File: src/rtl/alu_seq.sv
// rtl/alu_seq.sv - WIDTH-bit multi-cycle ALU with registered result/flags and start/busy/done handshake
//
// Ports:
//   clk        : clock, rising edge
//   reset      : asynchronous active-high reset
//   start      : operation request, honoured only while busy=0
//   A, B       : operands (B[$clog2(WIDTH)-1:0] is the shift amount for SHL/ASR)
//   ALUcontrol : 000 ADD, 001 SUB, 010 AND, 011 OR, 100 XOR, 101 MUL, 110 SHL, 111 ASR
//   Risultato  : registered result
//   ALUflags   : registered flags {V, C, Z, N}
//   busy       : multi-cycle operation in progress
//   done       : one-cycle pulse when Risultato/ALUflags are updated
module alu_seq #(
  parameter int WIDTH = 8
) (
  input  logic             clk,
  input  logic             reset,
  input  logic             start,
  input  logic [WIDTH-1:0] A,
  input  logic [WIDTH-1:0] B,
  input  logic [2:0]       ALUcontrol,
  output logic [WIDTH-1:0] Risultato,
  output logic [3:0]       ALUflags,
  output logic             busy,
  output logic             done
);

  localparam int SW = $clog2(WIDTH);
  localparam int CW = SW + 1;

  localparam logic [2:0] OP_ADD = 3'b000;
  localparam logic [2:0] OP_SUB = 3'b001;
  localparam logic [2:0] OP_AND = 3'b010;
  localparam logic [2:0] OP_OR  = 3'b011;
  localparam logic [2:0] OP_XOR = 3'b100;
  localparam logic [2:0] OP_MUL = 3'b101;
  localparam logic [2:0] OP_SHL = 3'b110;

  typedef enum logic {IDLE, RUN} state_t;
  state_t state, state_nxt;

  logic [2:0]         op_q;
  logic [2*WIDTH-1:0] acc, mcand;
  logic [WIDTH-1:0]   mplier;
  logic [WIDTH-1:0]   sh;
  logic               sh_c;
  logic [CW-1:0]      cnt;

  logic [SW-1:0]      shamt;
  logic               is_multi;
  logic               accept;
  logic               last;

  assign shamt    = B[SW-1:0];
  assign is_multi = (ALUcontrol == OP_MUL) || (ALUcontrol[2:1] == 2'b11 && shamt != '0);
  assign accept   = start && (state == IDLE);
  assign last     = (state == RUN) && (cnt == CW'(1));
  assign busy     = (state == RUN);

  // Single-cycle result path (also covers SHL/ASR by zero: result is A, C=0)
  logic [WIDTH:0]   sum, diff;
  logic [WIDTH-1:0] r1;
  logic             c1, v1;

  always_comb begin
    sum  = {1'b0, A} + {1'b0, B};
    diff = {1'b0, A} - {1'b0, B};
    r1   = A;
    c1   = 1'b0;
    v1   = 1'b0;
    case (ALUcontrol)
      OP_ADD: begin
        r1 = sum[WIDTH-1:0];
        c1 = sum[WIDTH];
        v1 = (A[WIDTH-1] == B[WIDTH-1]) && (r1[WIDTH-1] != A[WIDTH-1]);
      end
      OP_SUB: begin
        r1 = diff[WIDTH-1:0];
        c1 = diff[WIDTH];  // borrow: A < B unsigned
        v1 = (A[WIDTH-1] != B[WIDTH-1]) && (r1[WIDTH-1] != A[WIDTH-1]);
      end
      OP_AND:  r1 = A & B;
      OP_OR:   r1 = A | B;
      OP_XOR:  r1 = A ^ B;
      default: r1 = A;
    endcase
  end

  // One iteration of the multi-cycle ops; on the last edge the iterated value is the final one
  logic [2*WIDTH-1:0] acc_n;
  logic [WIDTH-1:0]   sh_n;
  logic               sh_c_n;
  logic [WIDTH-1:0]   rf;
  logic               cf;

  always_comb begin
    acc_n = mplier[0] ? (acc + mcand) : acc;
    if (op_q == OP_SHL) begin
      sh_n   = {sh[WIDTH-2:0], 1'b0};
      sh_c_n = sh[WIDTH-1];
    end else begin
      sh_n   = {sh[WIDTH-1], sh[WIDTH-1:1]};
      sh_c_n = sh[0];
    end
    if (op_q == OP_MUL) begin
      rf = acc_n[WIDTH-1:0];
      cf = |acc_n[2*WIDTH-1:WIDTH];
    end else begin
      rf = sh_n;
      cf = sh_c_n;
    end
  end

  always_ff @(posedge clk or posedge reset) begin
    if (reset) state <= IDLE;
    else       state <= state_nxt;
  end

  always_comb begin
    state_nxt = state;
    case (state)
      IDLE:    if (start && is_multi) state_nxt = RUN;
      RUN:     if (cnt == CW'(1)) state_nxt = IDLE;
      default: state_nxt = IDLE;
    endcase
  end

  always_ff @(posedge clk or posedge reset) begin
    if (reset) begin
      Risultato <= '0;
      ALUflags  <= '0;
      done      <= 1'b0;
      op_q      <= '0;
      acc       <= '0;
      mcand     <= '0;
      mplier    <= '0;
      sh        <= '0;
      sh_c      <= 1'b0;
      cnt       <= '0;
    end else begin
      done <= 1'b0;
      if (accept) begin
        op_q <= ALUcontrol;
        if (is_multi) begin
          acc    <= '0;
          mcand  <= {{WIDTH{1'b0}}, A};
          mplier <= B;
          sh     <= A;
          sh_c   <= 1'b0;
          cnt    <= (ALUcontrol == OP_MUL) ? CW'(WIDTH) : {1'b0, shamt};
        end else begin
          Risultato <= r1;
          ALUflags  <= {v1, c1, (r1 == '0), r1[WIDTH-1]};
          done      <= 1'b1;
        end
      end else if (state == RUN) begin
        acc    <= acc_n;
        mcand  <= {mcand[2*WIDTH-2:0], 1'b0};
        mplier <= {1'b0, mplier[WIDTH-1:1]};
        sh     <= sh_n;
        sh_c   <= sh_c_n;
        cnt    <= cnt - CW'(1);
        if (last) begin
          Risultato <= rf;
          ALUflags  <= {1'b0, cf, (rf == '0), rf[WIDTH-1]};
          done      <= 1'b1;
        end
      end
    end
  end

endmodule

File: config.mk
export PLATFORM = sky130hd
export DESIGN_NAME = alu_seq
export DESIGN_NICKNAME = d
export VERILOG_FILES = /design/src/rtl/alu_seq.sv
export SDC_FILE = /design/constraint.sdc
export NUM_CORES = 1
export LEC_CHECK = 0
export ABC_CLOCK_PERIOD_IN_PS = 5000
export BUFFER_PORTS_ARGS = -buffer_cell sky130_fd_sc_hd__clkbuf_2
export CORE_UTILIZATION = 30
export DETAILED_ROUTE_END_ITERATION = 8
export PLACE_DENSITY_LB_ADDON = 0.1
export RECOVER_POWER = 25
export REMOVE_ABC_BUFFERS = 1
export SYNTH_ARGS = -nofsm -noshare
export SYNTH_HDL_FRONTEND = slang
export SYNTH_SLANG_ARGS = --single-unit
File: constraint.sdc
create_clock -name clk -period 5 [get_ports clk]
set_clock_uncertainty 0.15 [all_clocks]
set_input_delay 0.75 -clock clk [delete_from_list [all_inputs] [get_ports clk]]
set_output_delay 0.75 -clock clk [all_outputs]
set_load 0.005 [all_outputs]
==> flow_summary.ini <==
[die]
die_w_um = 136
ios = 36
fp-row-count = 48
start_util = 0.308
die_h_um = 136
die_area_mm2 = 0.0184
core_area_mm2 = 0.0174

[drt]
ant_nets = 0
routed_wl_mm = 16.0
drcViolationCount = 0
viasPerCell = 5.27
vias = 4859
drt_iter0_drc = 201
wl_per_cell_um = 17.4
drt_first_pass_iters = 5

[cts]
cts.clk_slew.worst_paths_ns = 0.06
hold_buffers = 0
ctsRootBufferMaster = clkbuf_16
cts_sinks = 68
cts.path.max_buffers = 2
cts_setup_buffers = 0
cts_made_buffers = 9
cts_resized = 0
clock_latency_ns = 0.34
cts_tree = yes
htreeDepth = 3

[layout]
final_nets = 758
seq_area_mm2 = 0.00170
fin_area_mm2 = 0.00603
fillCellCount = 1818
multi_input_area_mm2 = 0.00335
antenna_cells = 0
drive_gt1_frac = 0.105
syn2layout_area_growth_pct = 12.6

[setup_path]
critPathRequiredTime_ns = 4.76
r2r.worst_path.cells = 10
cp-end-kind = async pin
cp_max_fo = 43
cp.arrival_ns = 3.48
crit_type = input pin to async pin
crit_path_start_kind = input pin

[hold_path]
holdCritPathClass = register to register
hold_path_depth = 2

[synthesis]
synth_area_per_cell_um2 = 7.88
yosysWarnings = 0
ys_seq_area_frac = 0.318
synthCells = 679
synth_edf_count = 0
synth_cell_type_count = 67
synth_seq_cells = 68
synthArstFlopShare = 1.00
syn_area_mm2 = 0.00535
synth_ff_type = dfrtp_1

[grt]
gr-total-overflow = 0
grt.total_usage = 0.183
grt_pass1_wl_mm = 25.6
first_global_vias = 4722
antenna_found_initial = 0
grt_max_degree = 44

[sta]
rsz0062_at_grt = no
worstMarginPinSlew_ns = 2.55
finalHoldViolCount = 0
fin_tns_setup_ns = 0
setup_viol = 0
finalCritPeriodShare = 0.745
drv_slew = 44
fmax_mhz = 269
maxSlewHeadroom = -0.700
hold_slack_ns = 0.347
layout_min_cycle_time_ns = 3.72

[status]
violations = capacitance limit, slew limit
status = finished, violations left

[power_and_ir_drop]
power.leakage_nw = 2.74
ir_drop_uv = 196
p_per_area_mw_per_mm2 = 619
power.total_w = 0.00373

[place]
hpwl_mm = 11.8
portBuffers = 35
place_congestion = 0.837
dpl_cell_area_mm2 = 0.00571

[flow_run]
drv_cap = 1
==> Yosys cell counts, types with 7 or more instances <==
cell / count / area share
ha_1: 41 / 0.096
a21oi_1: 39 / 0.036
a31oi_1: 19 / 0.022
nand2_1: 119 / 0.083
mux2i_1: 14 / 0.026
inv_1: 34 / 0.024
nor2_1: 58 / 0.041
xor2_1: 7 / 0.011
dfrtp_1: 68 / 0.32
o211ai_1: 8 / 0.011
nand3_1: 13 / 0.012
clkbuf_1: 34 / 0.024
nor3_1: 13 / 0.012
o21ai_0: 67 / 0.063
a21o_1: 8 / 0.011
==> state kept, by name, summed over array words and instances, names as in the netlist, 3 cells and up <==
register / count
acc: 16
mcand: 16
mplier: 8
sh: 8
Risultato: 7
ALUflags: 4
cnt: 4
op_q: 3
==> cell families after synthesis <==
logic type                 count (synthesis)  synth area share
DFF                                       68             0.318
muxes                                     21            0.0414
buffers and inverters                     78            0.0566
adders and majority gates                 44             0.107
and+or+nand+nor                          246             0.203
xor gates and xnor gates                  13            0.0213
AOI/OAI and AO/OA                        209             0.253
==> placed cells by master (no fill, tap or decap), types with 4 or more instances in the layout <==
| master | Yosys | final |
|---|---|---|
| a211oi_1 | 5 | 5 |
| a21o_1 | 8 | 8 |
| a21oi_1 | 39 | 39 |
| a22o_1 | 6 | 6 |
| a22oi_1 | 5 | 5 |
| a31oi_1 | 19 | 19 |
| and3_1 | 4 | 4 |
| buf_4 | 1 | 8 |
| clkbuf_1 | 34 | 6 |
| clkbuf_16 | 0 | 9 |
| clkbuf_2 | 0 | 32 |
| dfrtp_1 | 68 | 68 |
| ha_1 | 41 | 41 |
| inv_1 | 34 | 34 |
| mux2_2 | 6 | 6 |
| mux2i_1 | 14 | 14 |
| nand2_1 | 119 | 119 |
| nand2b_1 | 5 | 5 |
| nand3_1 | 13 | 13 |
| nand4_1 | 6 | 6 |
| nor2_1 | 58 | 57 |
| nor2b_1 | 5 | 4 |
| nor3_1 | 13 | 13 |
| o211ai_1 | 8 | 8 |
| o21a_1 | 5 | 5 |
| o21ai_0 | 67 | 67 |
| o21bai_1 | 6 | 6 |
| o22ai_1 | 4 | 4 |
| o31ai_1 | 4 | 4 |
| xnor2_1 | 6 | 6 |
| xor2_1 | 7 | 7 |
==> per-stage QoR <==
stage	setup WS (ns)	instances	utilization
finish	1.28	922	0.347
global route	0.661	922	0.347
CTS	1.36	922	0.348
detailed placement	1.40	906	0.329
global placement	1.46	906	0.329
floorplan	1.03	637	-
==> worst max-delay path, cell delays in order <==
cell and delay (ns):
clkbuf_2 0.08, inv_1 0.73, clkbuf_1 1.87
==> where the power goes <==
| group | total [W] | leakage [nW] | switching (W) | internal (W) |
|---|---|---|---|---|
| Combinational | 0.00201 | 1.74 | 0.00123 | 0.000779 |
| Clock | 0.000703 | 0.153 | 0.000253 | 0.000450 |
| Sequential | 0.00101 | 0.839 | 0.000208 | 0.000806 |
==> cell type report <==
cell class                 count  area share
clock buffer                  12      0.0409
clock inverter                 4      0.0120
inverter                      36      0.0224
multi-input combinational    533       0.556
sequential                    68       0.282
tap                          225      0.0467
timing repair buffer          44      0.0390
==> final timing paths <==
check	start	end	slack (ns)
setup / recovery	reset	ALUflags[3]	1.28
hold / removal	Risultato[4]	Risultato[4]	0.35
setup reg to reg	mcand[0]	ALUflags[2]	1.40
hold reg to reg	Risultato[4]	Risultato[4]	0.35
max in group clk	mcand[0]	ALUflags[2]	1.40
min in group asynchronous	reset	mplier[5]	0.48
==> routing by layer <==
layer,share of wire,GRT usage
met1,0.48,0.248
met2,0.48,0.294
met3,0.021,0.0224
met4,0.021,0.0749
met5,0,0
(Power assumes the default switching activity.)
